### config.mk
export PLATFORM = sky130hd
export DESIGN_NAME = seq_divider
export DESIGN_NICKNAME = d
export VERILOG_FILES = /design/src/rtl/seq_divider.sv
export SDC_FILE = /design/constraint.sdc
export NUM_CORES = 1
export LEC_CHECK = 0
export ABC_CLOCK_PERIOD_IN_PS = 3300
export CAP_MARGIN = 20
export CELL_PAD_IN_SITES_DETAIL_PLACEMENT = 0
export CELL_PAD_IN_SITES_GLOBAL_PLACEMENT = 1
export CORE_MARGIN = 3
export CORE_UTILIZATION = 35
export DETAILED_ROUTE_END_ITERATION = 6
export GPL_TIMING_DRIVEN = 0
export PLACE_DENSITY_LB_ADDON = 0.1
export REMOVE_ABC_BUFFERS = 1
export SYNTH_ARGS = -nofsm -noshare
export SYNTH_HDL_FRONTEND = slang
export SYNTH_SLANG_ARGS = --single-unit
### constraint.sdc
create_clock -name clk -period 3.3 [get_ports clk]
set_clock_uncertainty 0.2 [all_clocks]
set_input_delay 0.99 -clock clk [delete_from_list [all_inputs] [get_ports clk]]
set_output_delay 0.99 -clock clk [all_outputs]
set_load 0.005 [all_outputs]
### src/rtl/seq_divider.sv
// Iterative restoring divider, one quotient bit per clock; done pulses DW cycles after start (DW+1 with SIGNED_DIV_EN).
// lds/start are ignored while busy; results are held until the next accepted start. Optional macro: SIGNED_DIV_EN.
module seq_divider #(
  parameter int DW = 8,
  parameter int VW = 5
) (
  input  logic          clk,
  input  logic          rst,
  input  logic          lds,
  input  logic          start,
  input  logic [DW-1:0] dividend,
  input  logic [VW-1:0] divisor,
  output logic          busy,
  output logic          done,
  output logic          dbz,
  output logic [DW-1:0] quotient,
  output logic [VW-1:0] remainder
);

  localparam int CW = (DW > 2) ? $clog2(DW) : 1;

  typedef enum logic [1:0] {
    IDLE = 2'd0,
    RUN  = 2'd1,
    FIX  = 2'd2,
    DONE = 2'd3
  } state_t;

  state_t        state, state_nxt;
  logic [DW-1:0] op_a;
  logic [VW-1:0] op_b;
  logic [DW-1:0] q_sh;
  logic [VW:0]   rem_p;
  logic [VW-1:0] dvs;
  logic [CW-1:0] cnt;

  logic          idle_ok;
  logic          accept;
  logic [DW-1:0] src_a;
  logic [VW-1:0] src_b;
  logic [DW-1:0] mag_a;
  logic [VW-1:0] mag_b;
  logic          src_zero;

  logic [VW+1:0] shifted;
  logic [VW+1:0] diff;
  logic          qbit;
  logic [VW:0]   rem_nxt;
  logic [DW-1:0] q_nxt;

`ifdef SIGNED_DIV_EN
  logic          neg_q;
  logic          neg_r;
  logic          sat;
  logic [DW-1:0] q_fix;
  logic [VW-1:0] r_fix;
`endif

  assign idle_ok  = (state == IDLE) || (state == DONE);
  assign accept   = start && idle_ok;
  // Operands loaded on the same edge as start are used directly from the ports.
  assign src_a    = (lds && idle_ok) ? dividend : op_a;
  assign src_b    = (lds && idle_ok) ? divisor  : op_b;
  assign src_zero = (src_b == '0);

  assign busy = (state == RUN) || (state == FIX);
  assign done = (state == DONE);

  always_comb begin
    mag_a = src_a;
    mag_b = src_b;
`ifdef SIGNED_DIV_EN
    if (src_a[DW-1]) mag_a = -src_a;
    if (src_b[VW-1]) mag_b = -src_b;
`endif
  end

  // One restoring step: shift in the next dividend bit, trial-subtract, keep or restore.
  always_comb begin
    shifted = {1'b0, rem_p[VW:0]} << 1;
    shifted[0] = q_sh[DW-1];
    diff    = shifted - {2'b00, dvs};
    qbit    = ~diff[VW+1];
    rem_nxt = qbit ? diff[VW:0] : shifted[VW:0];
    q_nxt   = {q_sh[DW-2:0], qbit};
  end

`ifdef SIGNED_DIV_EN
  always_comb begin
    q_fix = neg_q ? -q_sh : q_sh;
    if (sat) q_fix = {1'b0, {(DW-1){1'b1}}};
    r_fix = neg_r ? -rem_p[VW-1:0] : rem_p[VW-1:0];
  end
`endif

  always_comb begin
    state_nxt = state;
    case (state)
      IDLE, DONE: begin
        if (accept)
          state_nxt = src_zero ? DONE : RUN;
        else
          state_nxt = IDLE;
      end
      RUN: begin
        if (cnt == '0) begin
`ifdef SIGNED_DIV_EN
          state_nxt = FIX;
`else
          state_nxt = DONE;
`endif
        end
      end
      FIX:     state_nxt = DONE;
      default: state_nxt = IDLE;
    endcase
  end

  always_ff @(posedge clk or negedge rst) begin
    if (!rst) state <= IDLE;
    else      state <= state_nxt;
  end

  always_ff @(posedge clk or negedge rst) begin
    if (!rst) begin
      op_a      <= '0;
      op_b      <= '0;
      q_sh      <= '0;
      rem_p     <= '0;
      dvs       <= '0;
      cnt       <= '0;
      dbz       <= 1'b0;
      quotient  <= '0;
      remainder <= '0;
`ifdef SIGNED_DIV_EN
      neg_q     <= 1'b0;
      neg_r     <= 1'b0;
      sat       <= 1'b0;
`endif
    end else begin
      if (lds && idle_ok) begin
        op_a <= dividend;
        op_b <= divisor;
      end
      if (accept) begin
        if (src_zero) begin
          dbz       <= 1'b1;
          quotient  <= '1;
          remainder <= '0;
        end else begin
          dbz   <= 1'b0;
          q_sh  <= mag_a;
          dvs   <= mag_b;
          rem_p <= '0;
          cnt   <= CW'(DW - 1);
`ifdef SIGNED_DIV_EN
          neg_q <= src_a[DW-1] ^ src_b[VW-1];
          neg_r <= src_a[DW-1];
          sat   <= (src_a == {1'b1, {(DW-1){1'b0}}}) && (src_b == '1);
`endif
        end
      end else if (state == RUN) begin
        q_sh  <= q_nxt;
        rem_p <= rem_nxt;
        cnt   <= cnt - CW'(1);
`ifndef SIGNED_DIV_EN
        if (cnt == '0) begin
          quotient  <= q_nxt;
          remainder <= rem_nxt[VW-1:0];
        end
`endif
      end
`ifdef SIGNED_DIV_EN
      else if (state == FIX) begin
        quotient  <= q_fix;
        remainder <= r_fix;
      end
`endif
    end
  end

endmodule

==> results.toml, run 1 <==
[timing]
relSlewSlack = 0.4741
worst_pin_slew_ns = 0.7870
setup_viol = 0
slew_violations = 0
max_freq_ghz = 0.3236
worst_slack_ns = 0.2096
rsz0062_at_grt = "no"
fin_crit_ns = 3.090
final_hold_viol_count = 0
layout_worst_path_cycle_share = 0.9365

[worst_setup_path]
slowest_delay_ns = 0.62
criticalPathCategory = "in2reg"
slowest_stage = "or4_4"
crit_chain = "clkdlybuf4s50_1, nand2_2, or4_4, a21oi_4, a21oi_1, o2bb2ai_1"
cp_data_arrival_time_ns = 3.05
crit_fanout = 15
worstSetupEndpointType = "flip-flop"
startpoint_type = "input port"
crit_required_ns = 3.26

[synth]
ys_seq_elements = 51
syn_avg_cell_area_um2 = 10.82
seq_area_frac_synth = 0.5220
syn_area_um2 = 2445
synth_edf_count = 0
async_flop_share = 1.000
synthCells = 226
ys_types = 40
synth_warnings = 0
ys.flop_type = "dfrtp_1"

[route]
firstDrtPassIters = 4
avgRoutedWirePerCell_um = 14.68
vias = 1724
ant_nets = 0
drc_errors = 0
initialDrtViolationCount = 55
wl_mm = 5.166
detail_route.vias_per_cell = 4.898

[finish]
fill_cells = 629
layout_common_cells = "51 x dfrtp_1, 31 x clkdlybuf4s50_1, 22 x nor2_1, 22 x nand2_1, 17 x o21ai_0"
area_growth_pct = 22.16
drive_gt1_frac = 0.1274
final_common_cell = "dfrtp_1"
stdcell_count = 352
diodes = 0
final_nets = 286

[grt]
grt_antenna_before_repair = 0
grt_pass1_vias = 1792
grt_pass1_wl_mm = 8.866
grt_max_degree = 36
grt-ovfl-total = 0
grtUsageTotal = 0.1452

[hold_path]
hp-class = "reg2reg"

[floorplan]
num_rows = 29
start_util = 0.3723
die-area_um2 = 8024
coreArea_um2 = 6568
die_h_um = 89.58
ios = 33
die_w_um = 89.58

[power_and_ir_drop]
ir_drop_mv = 0.3641
power_density_nw_per_um2 = 1008
p_leak_nw = 1.309
p_total_mw = 3.012

[cts]
cts-root-buf = "clkbuf_8"
worstSkewPairLatency_ns = 0.30
clkTransAtPathRegs_ns = 0.10
cts_buffer_depth = 2
clkSinkCount = 51
cts_setup_buffers = 0
numCtsBuffers = 5
cts_tree = "yes"
htreeDepth = 2
hold_buffers = 0

[placement]
gp_congestion = 0.7529
pre_cts_ws_ns = -0.7060
placedCellCount = 345
io_buffers = 32
hpwl_mm = 3.632

[flow_run]
maxCapViolCount = 0

[outcome]
status = "complete, no violations"
==> metrics by stage <==
stage	hold slack [ns]	instance area [µm²]	TNS, ns	util
6_report	0.2927	2987	0	0.4548
3_3_place_gp	0.2676	2844	-50.68	0.4330
5_1_grt	0.3186	2987	0	0.4548
4_1_cts	0.2978	2987	0	0.4548
2_1_floorplan	0.2498	2407	0	-
3_5_place_dp	0.2748	2870	-11.31	0.4370
==> where the power goes <==
| part | internal [mW] | total (mW) | switching [mW] |
|---|---|---|---|
| logic | 0.751 | 1.51 | 0.755 |
| registers | 0.915 | 1.07 | 0.159 |
| clock network | 0.222 | 0.431 | 0.209 |
| total | 1.89 | 3.01 | 1.12 |
==> critical path, delay by kind of cell <==
| kind | cells | cell delay, ns |
|---|---|---|
| AND/OR/NAND/NOR | 2 | 0.87 |
| buffers and inverters | 1 | 0.47 |
| AO/OA/AOI/OAI | 3 | 0.71 |
==> metal layers <==
layer | up-vias | share of wire | GRT usage
li1 | 855 | - | -
met1 | 836 | 0.49 | 0.1985
met2 | 26 | 0.47 | 0.2354
met3 | 7 | 0.033 | 0.03102
met4 | 0 | 0.010 | 0.03654
met5 | - | 0 | 0
==> cell families after synthesis <==
family / synth area share
AND/OR/NAND/NOR: 0.1238
AO/OA/AOI/OAI: 0.1479
flip-flops: 0.5220
multiplexers: 0.1059
buffers and inverters: 0.03531
adder cells (fa/ha/maj): 0.05425
XOR/XNOR: 0.01075
==> cell type report <==
type / instances / area [µm²] / share of cell area
flip-flops and latches: 51 / 1276 / 0.4273
multi-input cells: 154 / 1092 / 0.3657
repair buffers: 34 / 346.6 / 0.1160
well taps: 93 / 116.4 / 0.03896
inverters: 13 / 48.80 / 0.01634
clock inverters: 2 / 37.54 / 0.01257
clock buffers: 5 / 68.82 / 0.02304
==> flip-flops by register name, summed over array words and instances, names as in the netlist <==
signal     cells
dbz            1
remainder      5
op_a           8
cnt            3
quotient       8
dvs            5
q_sh           8
state          2
op_b           5
rem_p          6
==> path summary, 6_finish.rpt <==
path                                          start  slack [ns]  cells after the start                        to
min in group asynchronous                       rst        0.41                      1         op_b[2]$_DFF_PN0_
worst min-delay path            q_sh[7]$_DFFE_PN0P_        0.29                      2       q_sh[7]$_DFFE_PN0P_
worst max-delay path                            lds        0.21                      6  remainder[3]$_DFFE_PN0P_
worst min register to register  q_sh[7]$_DFFE_PN0P_        0.29                      2       q_sh[7]$_DFFE_PN0P_
max in group asynchronous                       rst        1.96                      2        dvs[1]$_DFFE_PN0P_
worst max register to register  q_sh[7]$_DFFE_PN0P_        0.46                      8  remainder[0]$_DFFE_PN0P_
==> cells in the mapped netlist, types with 2 or more instances <==
library cell	count	area [µm²]
inv_1	13	48.80
nor2_1	22	82.58
nand2_1	23	86.33
a21oi_1	11	55.05
nand3b_1	2	15.01
mux2i_1	9	90.09
buf_4	2	15.01
nand3_1	5	25.02
xnor2_1	2	17.52
o21a_1	2	15.01
o211ai_1	2	15.01
a22o_1	3	26.28
nor3_1	5	25.02
mux2_2	15	168.9
o22ai_1	4	25.02
o21ai_0	17	85.08
and3_1	3	18.77
clkbuf_1	5	18.77
dfrtp_1	51	1276
ha_1	9	112.6
o2bb2ai_1	2	17.52
==> timing repair <==
item / in CTS / in global routing
setup endpoints to repair: 14 / 0
endpoints found under the hold margin: 0 / 0
gates resized for setup: 2 / 0
Note: power is estimated with default switching activity, not from simulation.
==> inputs of run 2 (changes only) <==
--- a/config.mk
+++ b/config.mk
@@ -6,7 +6,6 @@
 export NUM_CORES = 1
 export LEC_CHECK = 0
 export ABC_CLOCK_PERIOD_IN_PS = 3300
-export CAP_MARGIN = 20
 export CELL_PAD_IN_SITES_DETAIL_PLACEMENT = 0
 export CELL_PAD_IN_SITES_GLOBAL_PLACEMENT = 1
 export CORE_MARGIN = 3
==> run 2 against run 1 <==
Sequential share of layout area is 0.16 points higher. Utilization is 0.17 points lower. Final area is 0.38% lower. Hold slack better by 0.0037 ns. Largest cell class unchanged. Non-clock buffer count is 1 lower. Power is 1.7% lower. Cell count stayed put. Critical path depth stayed put. First-iteration DRC count is 18% higher. Die area stayed put.
==> results.toml, run 2 (same netlist as run 1, synthesis figures left out) <==
[power_and_ir_drop]
power_switching_share = 0.3814
clkPwrFrac = 0.131
p_switching_mw = 1.129
comb_power_share = 0.507
ir_drop_mv = 0.4169
internal-power_mw = 1.832
seq_power_share = 0.362
power_density_nw_per_um2 = 995.1
p_leak_nw = 1.300

[worst_setup_path]
crit_required_ns = 3.26
cp_data_arrival_time_ns = 3.06
startpoint_type = "input port"
criticalPathCategory = "in2reg"
crit_fanout = 15
worstSetupEndpointType = "flip-flop"

[route]
avgRoutedWirePerCell_um = 14.54
initialDrtViolationCount = 65
wl_mm = 5.119
detail_route.vias_per_cell = 4.864
vias = 1712
drc_errors = 0
ant_nets = 0
firstDrtPassIters = 4

[cts]
worstSkewPairLatency_ns = 0.30
cts-root-buf = "clkbuf_8"
clkTransAtPathRegs_ns = 0.10
numCtsBuffers = 5
cts_buffer_depth = 2
htreeDepth = 2
cts_setup_buffers = 0
clkSinkCount = 51
hold_buffers = 0
cts_tree = "yes"

[floorplan]
die_h_um = 89.58
ios = 33
coreArea_um2 = 6568
num_rows = 29
die-area_um2 = 8024
die_w_um = 89.58
start_util = 0.3723

[timing]
rsz0062_at_grt = "no"
max_freq_ghz = 0.3235
relSlewSlack = 0.4899
setup_viol = 0
final_hold_viol_count = 0
slew_violations = 0
fin_setup_tns_ns = 0
layout_worst_path_cycle_share = 0.9368
worst_slack_ns = 0.2087
worst_pin_slew_ns = 0.7634
fin_crit_ns = 3.091

[finish]
regArea_um2 = 1276
fin_area_um2 = 2975
reg_top3 = "op_a (8), q_sh (8), quotient (8)"
area_growth_pct = 21.70
final_util = 0.4530
final_nets = 285
fill_cells = 632
diodes = 0
layout_common_cells = "51 x dfrtp_1, 31 x clkdlybuf4s50_1, 22 x nand2_1, 21 x nor2_1, 17 x o21ai_0"
drive_gt1_frac = 0.1313
multiInputGateArea_um2 = 1100
final_common_cell = "dfrtp_1"

[placement]
hpwl_mm = 3.631
placed_area_um2 = 2859
pre_cts_ws_ns = -0.7036
gp_congestion = 0.7529
io_buffers = 32

[flow_run]
maxCapViolCount = 0

[grt]
grt-ovfl-total = 0
grt_pass1_vias = 1801
grt_pass1_wl_mm = 8.990
grt_antenna_before_repair = 0
grtUsageTotal = 0.1467
grt_max_degree = 36

[hold_path]
hp-class = "reg2reg"

[outcome]
status = "complete, no violations"
==> run 2: worst max-delay path, cell delays in order <==
cell and delay [ns]:
clkdlybuf4s50_1 0.48, nand2_2 0.24, or4_4 0.62, a21oi_4 0.39, a21oi_1 0.18, o2bb2ai_1 0.16
==> run 2: cell type report <==
type | instances | share of cell area
multi-input cells | 154 | 0.3696
clock inverters | 2 | 0.005467
clock buffers | 6 | 0.02775
well taps | 93 | 0.03911
repair buffers | 33 | 0.1127
flip-flops and latches | 51 | 0.4289
inverters | 13 | 0.01640
==> run 2: power by group through the flow <==
stage	Clock [mW]	Combinational, mW	Sequential, mW
floorplan	0	1.05	1.06
global placement	0	1.50	1.09
detailed placement	0	1.52	1.09
CTS	0.405	1.54	1.07
global route	0.434	1.72	1.12
finish	0.388	1.50	1.07
==> run 2: path summary, 6_finish.rpt <==
path | end | cells past startpoint | startpoint | slack (ns)
min in group asynchronous | dbz$_DFFE_PN0P_ | 1 | rst | 0.41
max in group asynchronous | cnt[1]$_DFFE_PN0P_ | 2 | rst | 1.96
min | q_sh[7]$_DFFE_PN0P_ | 2 | q_sh[7]$_DFFE_PN0P_ | 0.30
max | remainder[3]$_DFFE_PN0P_ | 6 | lds | 0.21
max reg2reg | remainder[0]$_DFFE_PN0P_ | 8 | q_sh[7]$_DFFE_PN0P_ | 0.45
min reg2reg | q_sh[7]$_DFFE_PN0P_ | 2 | q_sh[7]$_DFFE_PN0P_ | 0.30
==> run 2: per-stage QoR <==
| step | power (mW) | cells | hold WS, ns |
|---|---|---|---|
| global route | 3.279 | 352 | 0.3211 |
| floorplan | 2.104 | 218 | 0.2498 |
| finish | 2.961 | 352 | 0.2964 |
| global placement | 2.591 | 343 | 0.2676 |
| CTS | 3.018 | 352 | 0.2993 |
| detailed placement | 2.610 | 344 | 0.2751 |
==> run 2: repair_timing <==
action / in CTS / in global routing
pin swaps: 0 / 0
hold endpoints to repair: 0 / 0
gates resized for setup: 3 / 1
endpoints found under the setup margin: 34 / 2
==> run 2: metal layers <==
metal / vias up / GRT usage / wire [µm] / part of all wire
met1: 834 / 0.1994 / 2452 / 0.48
met5: - / 0 / 0 / 0
met2: 19 / 0.2394 / 2455 / 0.48
met4: 0 / 0.03248 / 40 / 0.0078
met3: 4 / 0.03376 / 171 / 0.033
li1: 855 / - / - / -
